<file path="src/rtl/rggen_rtl_pkg.sv">
`default_nettype none
// +----------------------------------------------------------------------------+
// | rggen_rtl_pkg                                                              |
// | Shared types and helpers for the register-block host adapter.              |
// | Revision: 1.0                                                              |
// +----------------------------------------------------------------------------+
package rggen_rtl_pkg;

  localparam int RGGEN_MAX_BUS_WIDTH    = 1024;
  localparam int RGGEN_MAX_STROBE_WIDTH = RGGEN_MAX_BUS_WIDTH / 8;

  typedef enum logic [1:0] {
    OKAY        = 2'b00,
    SLAVE_ERROR = 2'b10
  } rggen_status;

  typedef enum logic [1:0] {
    IDLE    = 2'd0,
    ACCESS  = 2'd1,
    RESPOND = 2'd2
  } rggen_adapter_state;

  // Widest supported bus; callers size-cast the argument and the result.
  function automatic logic [RGGEN_MAX_BUS_WIDTH-1:0] rggen_expand_strobe(
    input logic [RGGEN_MAX_STROBE_WIDTH-1:0] byte_strobe
  );
    logic [RGGEN_MAX_BUS_WIDTH-1:0] strobe;
    for (int i = 0; i < RGGEN_MAX_BUS_WIDTH; i++) begin
      strobe[i] = byte_strobe[i/8];
    end
    return strobe;
  endfunction

endpackage
`default_nettype wire

</file>
<file path="src/rtl/rggen_adapter_response_mux.sv">
`default_nettype none
// +----------------------------------------------------------------------------+
// | rggen_adapter_response_mux                                                 |
// | Folds per-register active/ready/status/read data into one access result.  |
// | Revision: 1.0                                                              |
// +----------------------------------------------------------------------------+
module rggen_adapter_response_mux
  import rggen_rtl_pkg::*;
#(
  parameter int BUS_WIDTH = 32,
  parameter int REGISTERS = 1
)(
  input  logic [REGISTERS-1:0]           i_active,
  input  logic [REGISTERS-1:0]           i_ready,
  input  logic [2*REGISTERS-1:0]         i_status,
  input  logic [BUS_WIDTH*REGISTERS-1:0] i_read_data,
  output logic                           o_hit,
  output logic                           o_multi_hit,
  output logic                           o_miss,
  output logic [1:0]                     o_status,
  output logic [BUS_WIDTH-1:0]           o_read_data
);

  logic                 w_any;
  logic                 w_multi;
  logic                 w_done;
  logic [1:0]           w_status;
  logic [BUS_WIDTH-1:0] w_data;

  // OR-mux: status and data are only meaningful when exactly one register is active.
  always_comb begin
    w_any    = 1'b0;
    w_multi  = 1'b0;
    w_done   = 1'b0;
    w_status = '0;
    w_data   = '0;
    for (int k = 0; k < REGISTERS; k++) begin
      if (i_active[k]) begin
        w_multi  = w_multi | w_any;
        w_any    = 1'b1;
        w_done   = w_done | i_ready[k];
        w_status = w_status | i_status[2*k+:2];
        w_data   = w_data | i_read_data[BUS_WIDTH*k+:BUS_WIDTH];
      end
    end
  end

  assign o_hit       = w_done;
  assign o_multi_hit = w_multi;
  assign o_miss      = !w_any;
  assign o_status    = w_status;
  assign o_read_data = w_data;

endmodule
`default_nettype wire

</file>
<file path="src/rtl/rggen_simple_bus_adapter.sv">
`default_nettype none
// +----------------------------------------------------------------------------+
// | rggen_simple_bus_adapter                                                   |
// | Valid/ready host front end broadcasting one access at a time to registers.|
// | Revision: 1.0                                                              |
// +----------------------------------------------------------------------------+
module rggen_simple_bus_adapter
  import rggen_rtl_pkg::*;
#(
  parameter int                     ADDRESS_WIDTH     = 8,
  parameter int                     BUS_WIDTH         = 32,
  parameter int                     REGISTERS         = 1,
  parameter bit [ADDRESS_WIDTH-1:0] BASE_ADDRESS      = '0,
  parameter int                     BYTE_SIZE         = 256,
  parameter bit                     ERROR_STATUS      = 1'b0,
  parameter bit [BUS_WIDTH-1:0]     DEFAULT_READ_DATA = '0,
  parameter int                     TIMEOUT_CYCLES    = 0
)(
  input  logic                           i_clk,
  input  logic                           i_rst_n,
  input  logic                           i_req_valid,
  output logic                           o_req_ready,
  input  logic                           i_req_write,
  input  logic [ADDRESS_WIDTH-1:0]       i_req_address,
  input  logic [BUS_WIDTH-1:0]           i_req_write_data,
  input  logic [BUS_WIDTH/8-1:0]         i_req_byte_strobe,
  output logic                           o_rsp_valid,
  input  logic                           i_rsp_ready,
  output logic [1:0]                     o_rsp_status,
  output logic [BUS_WIDTH-1:0]           o_rsp_read_data,
  output logic                           o_reg_valid,
  output logic                           o_reg_write,
  output logic [ADDRESS_WIDTH-1:0]       o_reg_address,
  output logic [BUS_WIDTH-1:0]           o_reg_write_data,
  output logic [BUS_WIDTH-1:0]           o_reg_strobe,
  input  logic [REGISTERS-1:0]           i_reg_active,
  input  logic [REGISTERS-1:0]           i_reg_ready,
  input  logic [2*REGISTERS-1:0]         i_reg_status,
  input  logic [BUS_WIDTH*REGISTERS-1:0] i_reg_read_data
);

  localparam int                       c_wait_width     = (TIMEOUT_CYCLES > 0) ? $clog2(TIMEOUT_CYCLES + 1) : 1;
  localparam bit                       c_timeout_enable = (TIMEOUT_CYCLES > 0);
  localparam logic [c_wait_width-1:0]  c_timeout_last   = c_timeout_enable ? c_wait_width'(TIMEOUT_CYCLES - 1) : '0;
  localparam logic [1:0]               c_miss_status    = ERROR_STATUS ? SLAVE_ERROR : OKAY;
  localparam logic [ADDRESS_WIDTH:0]   c_base           = {1'b0, BASE_ADDRESS};
  localparam logic [ADDRESS_WIDTH:0]   c_size           = (ADDRESS_WIDTH + 1)'(BYTE_SIZE);

  rggen_adapter_state        r_state;
  rggen_adapter_state        w_state_next;
  logic [c_wait_width-1:0]   r_wait_count;

  logic                      w_req_ready_next;
  logic                      w_reg_valid_next;
  logic                      w_rsp_valid_next;
  logic                      w_capture;
  logic                      w_rsp_load;
  logic [1:0]                w_rsp_status;
  logic [BUS_WIDTH-1:0]      w_rsp_data;
  logic                      w_wait_clear;
  logic                      w_wait_inc;

  logic                      w_hit;
  logic                      w_multi_hit;
  logic                      w_miss;
  logic [1:0]                w_mux_status;
  logic [BUS_WIDTH-1:0]      w_mux_data;

  logic [ADDRESS_WIDTH+1:0]  w_offset;
  logic                      w_in_range;

  // Extra bits keep BASE_ADDRESS+BYTE_SIZE from wrapping at the top of the space.
  assign w_offset   = {2'b00, i_req_address} - {1'b0, c_base};
  assign w_in_range = !w_offset[ADDRESS_WIDTH+1] && (w_offset[ADDRESS_WIDTH:0] < c_size);

  rggen_adapter_response_mux #(
    .BUS_WIDTH (BUS_WIDTH),
    .REGISTERS (REGISTERS)
  ) u_response_mux (
    .i_active    (i_reg_active),
    .i_ready     (i_reg_ready),
    .i_status    (i_reg_status),
    .i_read_data (i_reg_read_data),
    .o_hit       (w_hit),
    .o_multi_hit (w_multi_hit),
    .o_miss      (w_miss),
    .o_status    (w_mux_status),
    .o_read_data (w_mux_data)
  );

  always_comb begin
    w_state_next     = r_state;
    w_req_ready_next = o_req_ready;
    w_reg_valid_next = o_reg_valid;
    w_rsp_valid_next = o_rsp_valid;
    w_capture        = 1'b0;
    w_rsp_load       = 1'b0;
    w_rsp_status     = OKAY;
    w_rsp_data       = '0;
    w_wait_clear     = 1'b0;
    w_wait_inc       = 1'b0;
    case (r_state)
      IDLE: begin
        w_req_ready_next = 1'b1;
        if (i_req_valid && o_req_ready) begin
          w_capture        = 1'b1;
          w_wait_clear     = 1'b1;
          w_req_ready_next = 1'b0;
          if (w_in_range) begin
            w_state_next     = ACCESS;
            w_reg_valid_next = 1'b1;
          end else begin
            w_state_next     = RESPOND;
            w_rsp_valid_next = 1'b1;
            w_rsp_load       = 1'b1;
            w_rsp_status     = c_miss_status;
            w_rsp_data       = i_req_write ? '0 : DEFAULT_READ_DATA;
          end
        end
      end
      ACCESS: begin
        w_rsp_load = 1'b1;
        if (w_miss) begin
          w_rsp_status = c_miss_status;
          w_rsp_data   = o_reg_write ? '0 : DEFAULT_READ_DATA;
        end else if (w_multi_hit) begin
          w_rsp_status = SLAVE_ERROR;
        end else if (w_hit) begin
          w_rsp_status = w_mux_status;
          w_rsp_data   = o_reg_write ? '0 : w_mux_data;
        end else if (c_timeout_enable && (r_wait_count == c_timeout_last)) begin
          w_rsp_status = SLAVE_ERROR;
        end else begin
          w_rsp_load = 1'b0;
          w_wait_inc = 1'b1;
        end
        if (w_rsp_load) begin
          w_state_next     = RESPOND;
          w_reg_valid_next = 1'b0;
          w_rsp_valid_next = 1'b1;
        end
      end
      RESPOND: begin
        if (i_rsp_ready) begin
          w_state_next     = IDLE;
          w_rsp_valid_next = 1'b0;
          w_req_ready_next = 1'b1;
        end
      end
      default: begin
        w_state_next = IDLE;
      end
    endcase
  end

  always_ff @(posedge i_clk or negedge i_rst_n) begin
    if (!i_rst_n) begin
      r_state          <= IDLE;
      r_wait_count     <= '0;
      o_req_ready      <= 1'b0;
      o_reg_valid      <= 1'b0;
      o_rsp_valid      <= 1'b0;
      o_reg_write      <= 1'b0;
      o_reg_address    <= '0;
      o_reg_write_data <= '0;
      o_reg_strobe     <= '0;
      o_rsp_status     <= '0;
      o_rsp_read_data  <= '0;
    end else begin
      r_state     <= w_state_next;
      o_req_ready <= w_req_ready_next;
      o_reg_valid <= w_reg_valid_next;
      o_rsp_valid <= w_rsp_valid_next;
      if (w_capture) begin
        o_reg_write      <= i_req_write;
        o_reg_address    <= i_req_address;
        o_reg_write_data <= i_req_write_data;
        o_reg_strobe     <= BUS_WIDTH'(rggen_expand_strobe(RGGEN_MAX_STROBE_WIDTH'(i_req_byte_strobe)));
      end
      if (w_rsp_load) begin
        o_rsp_status    <= w_rsp_status;
        o_rsp_read_data <= w_rsp_data;
      end
      if (w_wait_clear) begin
        r_wait_count <= '0;
      end else if (w_wait_inc && (r_wait_count != '1)) begin
        r_wait_count <= r_wait_count + 1'b1;
      end
    end
  end

endmodule
`default_nettype wire

</file>
<file path="config.mk">
export PLATFORM = sky130hd
export DESIGN_NAME = rggen_simple_bus_adapter
export DESIGN_NICKNAME = d
export VERILOG_FILES = /design/src/rtl/rggen_rtl_pkg.sv /design/src/rtl/rggen_adapter_response_mux.sv /design/src/rtl/rggen_simple_bus_adapter.sv
export SDC_FILE = /design/constraint.sdc
export NUM_CORES = 1
export LEC_CHECK = 0
export BUFFER_PORTS_ARGS = -buffer_cell sky130_fd_sc_hd__buf_2
export CORE_ASPECT_RATIO = 1.75
export CORE_MARGIN = 4
export CORE_UTILIZATION = 41
export DETAILED_ROUTE_END_ITERATION = 8
export PLACE_DENSITY = 0.77
export SLEW_MARGIN = 0
export SYNTH_ARGS = -nofsm -noshare
export SYNTH_HDL_FRONTEND = slang
export SYNTH_HIERARCHICAL = 1
export SYNTH_SLANG_ARGS = --single-unit
</file>
<file path="constraint.sdc">
create_clock -name i_clk -period 1.26 [get_ports i_clk]
set_input_delay 0.315 -clock i_clk [delete_from_list [all_inputs] [get_ports i_clk]]
set_output_delay 0.315 -clock i_clk [all_outputs]
set_load 0.01 [all_outputs]
</file>
# Word-level counts from Yosys, hierarchy flattened
# Index checks and enable logic that the tools add are counted.
[totals] elab_cells=63 in_bits=85 ramBits=0 latchBits=0 mem_count=0 romBits=0 output_inout_bits=110 regBits=105
[op_classes] bitwise_logic=0 reduce_logical=9 n_shift=0 add_sub_neg=0 n_div=0 mul=0 mux=36 n_eq_ne=7 n_lt_le_gt_ge=1
[op_table] operator="32-bit two-way mux" n=5
[op_table] operator="1-bit two-way mux" n=18
[op_table] operator="2-bit two-way mux" n=8
[op_table] operator="2-bit inequality test (second input constant)" n=5
[op_table] operator="8-bit by 9-bit less-than comparator with 1-bit output (second input constant)" n=1
[op_table] operator="1-bit case mux with 2 select lines" n=3
[op_table] operator="2-bit case mux with 3 select lines" n=1
[op_table] operator="5-bit AND reduction" n=1
[op_table] operator="4-bit AND reduction" n=1
[op_table] operator="2-bit nonzero test" n=2
[op_table] operator="1-bit case mux with 3 select lines" n=1
[op_table] operator="3-bit AND reduction" n=1
[op_table] operator="3-bit nonzero test" n=1
[op_table] operator="2-bit by 1-bit equality test with 1-bit output (second input constant)" n=1
[op_table] operator="2-bit equality test (second input constant)" n=1
[op_table] operator="2-bit logical NOT" n=1
[op_table] operator="2-bit AND reduction" n=1
[op_table] operator="1-bit logical AND" n=1

# Logic depth before layout (Yosys ltp)
[depth] word_depth=6 depth_mapped=7 depth_no_buf=4

# Modules after synthesis
# The synthesis kept the hierarchy.
[modules_own_cells] mod="rggen_simple_bus_adapter" seq_area_each_um2=2102.0 cells_per_inst=227 instances=1 area_each_um2=3495.9
[modules_own_cells] mod="rggen_adapter_response_mux" seq_area_each_um2=0.0 cells_per_inst=41 instances=1 area_each_um2=267.8

# Worst setup path after synthesis
# OpenSTA, ideal clock, no wires.
[synth_timing] kind="input -> register" from="input port i_reg_ready" to="register o_rsp_status[1]" setup_slack_ns=-0.164 n_path_buf=1 setup_ns=0.125 stages=5 t_arrival_ns=1.299 required_ns=1.135 cell_sequence="and2_2 -> nor3_2 -> nand2b_1 -> buf_6 -> mux2_2"
[synth_between] elab_chain_len=5 word_cells_on_any_way=8 classes_between="mux: 8"
[synth_rtl] element="from (decl)" line="rggen_simple_bus_adapter.sv:37" rtl="input logic [REGISTERS-1:0] i_reg_ready,"
[synth_rtl] element="1-bit two-way mux *" line="rggen_adapter_response_mux.sv:38" rtl="if (i_active[k]) begin"
[synth_rtl] element="1-bit two-way mux" line="rggen_simple_bus_adapter.sv:128" rtl="end else if (w_hit) begin"
[synth_rtl] element="1-bit two-way mux" line="rggen_simple_bus_adapter.sv:123" rtl="if (w_miss) begin"
[synth_rtl] element="1-bit two-way mux" line="rggen_simple_bus_adapter.sv:102" rtl="case (r_state)"
[synth_rtl] element="1-bit case mux with 2 select lines" line="rggen_simple_bus_adapter.sv:102"
[synth_rtl] element="to (signal assigned)" line="rggen_simple_bus_adapter.sv:181" rtl="o_rsp_status <= w_rsp_status;"
[synth_rtl] element="to (decl)" line="rggen_simple_bus_adapter.sv:29" rtl="output logic [1:0] o_rsp_status,"
# Mark *: on every way between the ends. The rest lies on a longest branch, timed or not. The select of a mux whose other input is x is not followed.
# A chain may end at the register's enable or synchronous reset.

# Final worst setup path
[layout_timing] from="register r_state[1]" to="register o_reg_write_data[28]"
[layout_between] elab_chain_len=2
[layout_rtl] element="from (decl)" line="rggen_simple_bus_adapter.sv:49" rtl="rggen_adapter_state r_state;"
[layout_rtl] element="from (signal assigned)" line="rggen_simple_bus_adapter.sv:170" rtl="r_state <= w_state_next;"
[layout_rtl] element="2-bit logical NOT" line="rggen_simple_bus_adapter.sv:102"
[layout_rtl] element="1-bit two-way mux" line="rggen_simple_bus_adapter.sv:102"
[layout_rtl] element="to (signal assigned)" line="rggen_simple_bus_adapter.sv:177" rtl="o_reg_write_data <= i_req_write_data;"
[layout_rtl] element="to (decl)" line="rggen_simple_bus_adapter.sv:34" rtl="output logic [BUS_WIDTH-1:0] o_reg_write_data,"
# Every way passes these cells.

==> flow_metrics.env <==
export IMPL_violations="setup timing"
export IMPL_skew_ns=0.00593
export IMPL_port_buffer_count=194
export IMPL_clock_latency_ns=0.33
export IMPL_r2r_setup_slack_ns=-0.15
export IMPL_synth_cell_types=28
export IMPL_numClockSinks=84
export IMPL_crit_fanout=11
export IMPL_fmax_ghz=0.712
export IMPL_fp_dieH_um=135
export IMPL_n_antenna_cell=0
export IMPL_status="complete, but fails checks"
export IMPL_cts_root_buf="clkbuf_16"
export IMPL_synth_warnings=6
export IMPL_power_uw=11700
export IMPL_maxCapViolCount=0
export IMPL_rsz0062_at_grt="true"
export IMPL_grt_use_total_pct=16.2
export IMPL_grt_pass1_wl_um=13500
export IMPL_swShare_pct=32.1
export IMPL_cts_clk_slew_worst_paths_ns=0.06
export IMPL_antenna_left=0
export IMPL_cts_tree="yes"
export IMPL_required_ns=1.47
export IMPL_die_area_um2=10800
export IMPL_yosys_area_top_type="dfrtp_1"
export IMPL_switching_power_uw=3750
export IMPL_synth_area_um2=3760
export IMPL_hold_class="in -> reg"
export IMPL_peakVddDrop_mv=1.13
export IMPL_leakagePower_uw=0.00275
export IMPL_finalSetupViolations=78
export IMPL_ff_latch_area_um2=2100
export IMPL_placed_area_um2=4670
export IMPL_detailroute_via_count=2667
export IMPL_drcViolationCount=0
export IMPL_r2r_cells=4
export IMPL_final_nets=536
export IMPL_crit_type="reg -> reg"
export IMPL_grt_start_max_net_pins=33
export IMPL_pwr_share_seq_pct=35.7
export IMPL_startpoint_type="flop"
export IMPL_r2r_end="o_reg_write_data[28]"
export IMPL_syn_area_per_cell_um2=14.0
export IMPL_power_density_nw_per_um2=2270
export IMPL_slew_viol_final=0
export IMPL_viasPerCell=4.63
export IMPL_finalCritPeriodShare_pct=112
export IMPL_overflow=0
export IMPL_dp_hpwl_um=6800
export IMPL_holdWs_ns=0.203
export IMPL_ctsHtreeMaxLevel=3
export IMPL_fillers=790
export IMPL_synthTopCellsByArea="dfrtp_1 56%, mux2_4 8.0%, a22o_1 7.2%, buf_4 5.8%, mux2_2 5.4%"
export IMPL_rows=46
export IMPL_ys_ff_latch=84
export IMPL_end_kind="flop"
export IMPL_hold_path_depth=2
export IMPL_grt_pass1_vias=2714
export IMPL_cts_made_buffers=9
export IMPL_synth_top_area_share_pct=55.9
export IMPL_place_gp_congestion=0.734
export IMPL_clockPowerShare_pct=22.8
export IMPL_fin_area_um2=5160
export IMPL_min_delay_start="i_req_write_data[1]"
export IMPL_initial_utilization_pct=41.7
export IMPL_finalWirelength_um=8960
export IMPL_antenna_found_initial=0
export IMPL_cts_buffer_depth=2
export IMPL_setup_slack_ns=-0.145
export IMPL_reg2reg_from="r_state[1]"
export IMPL_drt_iter0_markers=71
export IMPL_drive_above_1_share_pct=64.7
export IMPL_routedWlPerCell_um=15.6
export IMPL_io_pins=195
export IMPL_internal_power_uw=7940
export IMPL_hold_violations=0
export IMPL_min_period_ns=1.41
export IMPL_fin_tns_setup_ns=-6.37
export IMPL_drt_first_pass_iters=4
export IMPL_final_cell_mix="192 x buf_2, 83 x dfrtp_1, 31 x a22o_1"
export IMPL_syn_inst=268
export IMPL_final_common_cell="buf_2"
export IMPL_min_to="o_reg_write_data[1]"
export IMPL_area_delta_synth_final_pct=37.1
export IMPL_die_w_um=80.4
export IMPL_synth_nets=353
export IMPL_core_area_um2=9040
export IMPL_utilization_pct=57.1
export IMPL_worstPathArrival_ns=1.61
export IMPL_p_comb_share_pct=41.6
export IMPL_multiInputGateArea_um2=1300
export IMPL_yosysSeqAreaShare_pct=55.9
==> metrics by stage <==
step / setup WS, ns / std cells
floorplan: -0.106 / 268
global placement: -0.234 / 552
detailed placement: -0.273 / 552
CTS: -0.180 / 569
global route: -0.208 / 576
finish: -0.145 / 576
==> cells by family after synthesis <==
| group | Yosys count | synth area share [%] |
|---|---|---|
| compound gates | 39 | 8.71 |
| buf+inv | 47 | 10.8 |
| flops | 84 | 55.9 |
| mux | 46 | 15.8 |
| other cells | 1 | 0.0996 |
| simple gates | 51 | 8.78 |
==> per-layer routing <==
layer / routed length [µm] / up-vias / GRT usage, %
li1: - / 1262 / -
met1: 3310 / 1295 / 18.2
met2: 4980 / 99 / 29.2
met3: 485 / 11 / 2.74
met4: 187 / 0 / 7.42
met5: 0 / - / 0
==> final cells by class <==
cell class | instances | share of cell area (%)
clock inverters | 5 | 1.14
repair buffers | 217 | 25.0
well taps | 120 | 2.91
clock buffers | 11 | 4.90
flip-flops and latches | 84 | 40.8
multi-input cells | 137 | 25.2
inverters | 2 | 0.146
==> cell usage after synthesis <==
library cell	count
a22o_2	1
nor3_2	2
nor2b_2	1
nand4_1	1
nand2b_1	2
buf_2	1
buf_6	9
nor2_1	4
mux2_1	8
a21o_1	1
dfrtp_1	84
a2bb2oi_1	1
and2_2	15
mux2_4	20
and2_1	20
o21ai_0	1
conb_1	1
nand2_1	4
and4b_1	1
mux2_2	18
nand3_1	1
buf_4	29
clkbuf_2	3
inv_1	2
a22o_1	31
buf_12	3
a21bo_2	1
a21oi_1	3
==> power groups by stage <==
stage	Sequential (µW)	Clock, µW	Combinational (µW)
floorplan	4620	0	2770
global placement	4150	0	4360
detailed placement	4200	0	4450
CTS	4170	2740	4510
global route	4310	2850	5190
finish	4170	2660	4860
==> sequential cells by signal (all words and copies together), names as in the netlist <==
signal            count
o_rsp_status          2
o_reg_write           1
o_reg_valid           1
o_reg_strobe          4
o_req_ready           1
o_reg_write_data     32
o_reg_address         8
o_rsp_valid           1
r_state               2
o_rsp_read_data      32
==> worst max-delay path: stages, from the launching register on <==
cell and delay (ns):
dfrtp_2 0.44, nor3_4 0.20, buf_12 0.16, clkbuf_16 0.17
mux2_4 0.30
==> repair_timing <==
action                                  CTS  global route
setup buffers                             0             4
gates cloned                              0             3
pin swaps                                 1             1
endpoints found under the hold margin    22             0
hold buffers                              1             0
endpoints found under the setup margin   95           112
gates resized for setup                   6            11
==> worst max-delay path by stage <==
| stage | start | end | slack, ns |
|---|---|---|---|
| 2_1_floorplan | o_req_ready | o_reg_address[6] | -0.11 |
| 3_3_place_gp | i_reg_active | o_rsp_read_data[24] | -0.23 |
| 3_5_place_dp | i_reg_active | o_rsp_read_data[24] | -0.27 |
| 4_1_cts | r_state[0] | o_reg_write_data[2] | -0.18 |
| 5_1_grt | r_state[0] | o_reg_strobe[23] | -0.21 |
| 6_report | r_state[1] | o_reg_write_data[28] | -0.15 |
No activity file was read; power rests on OpenSTA's default activity.
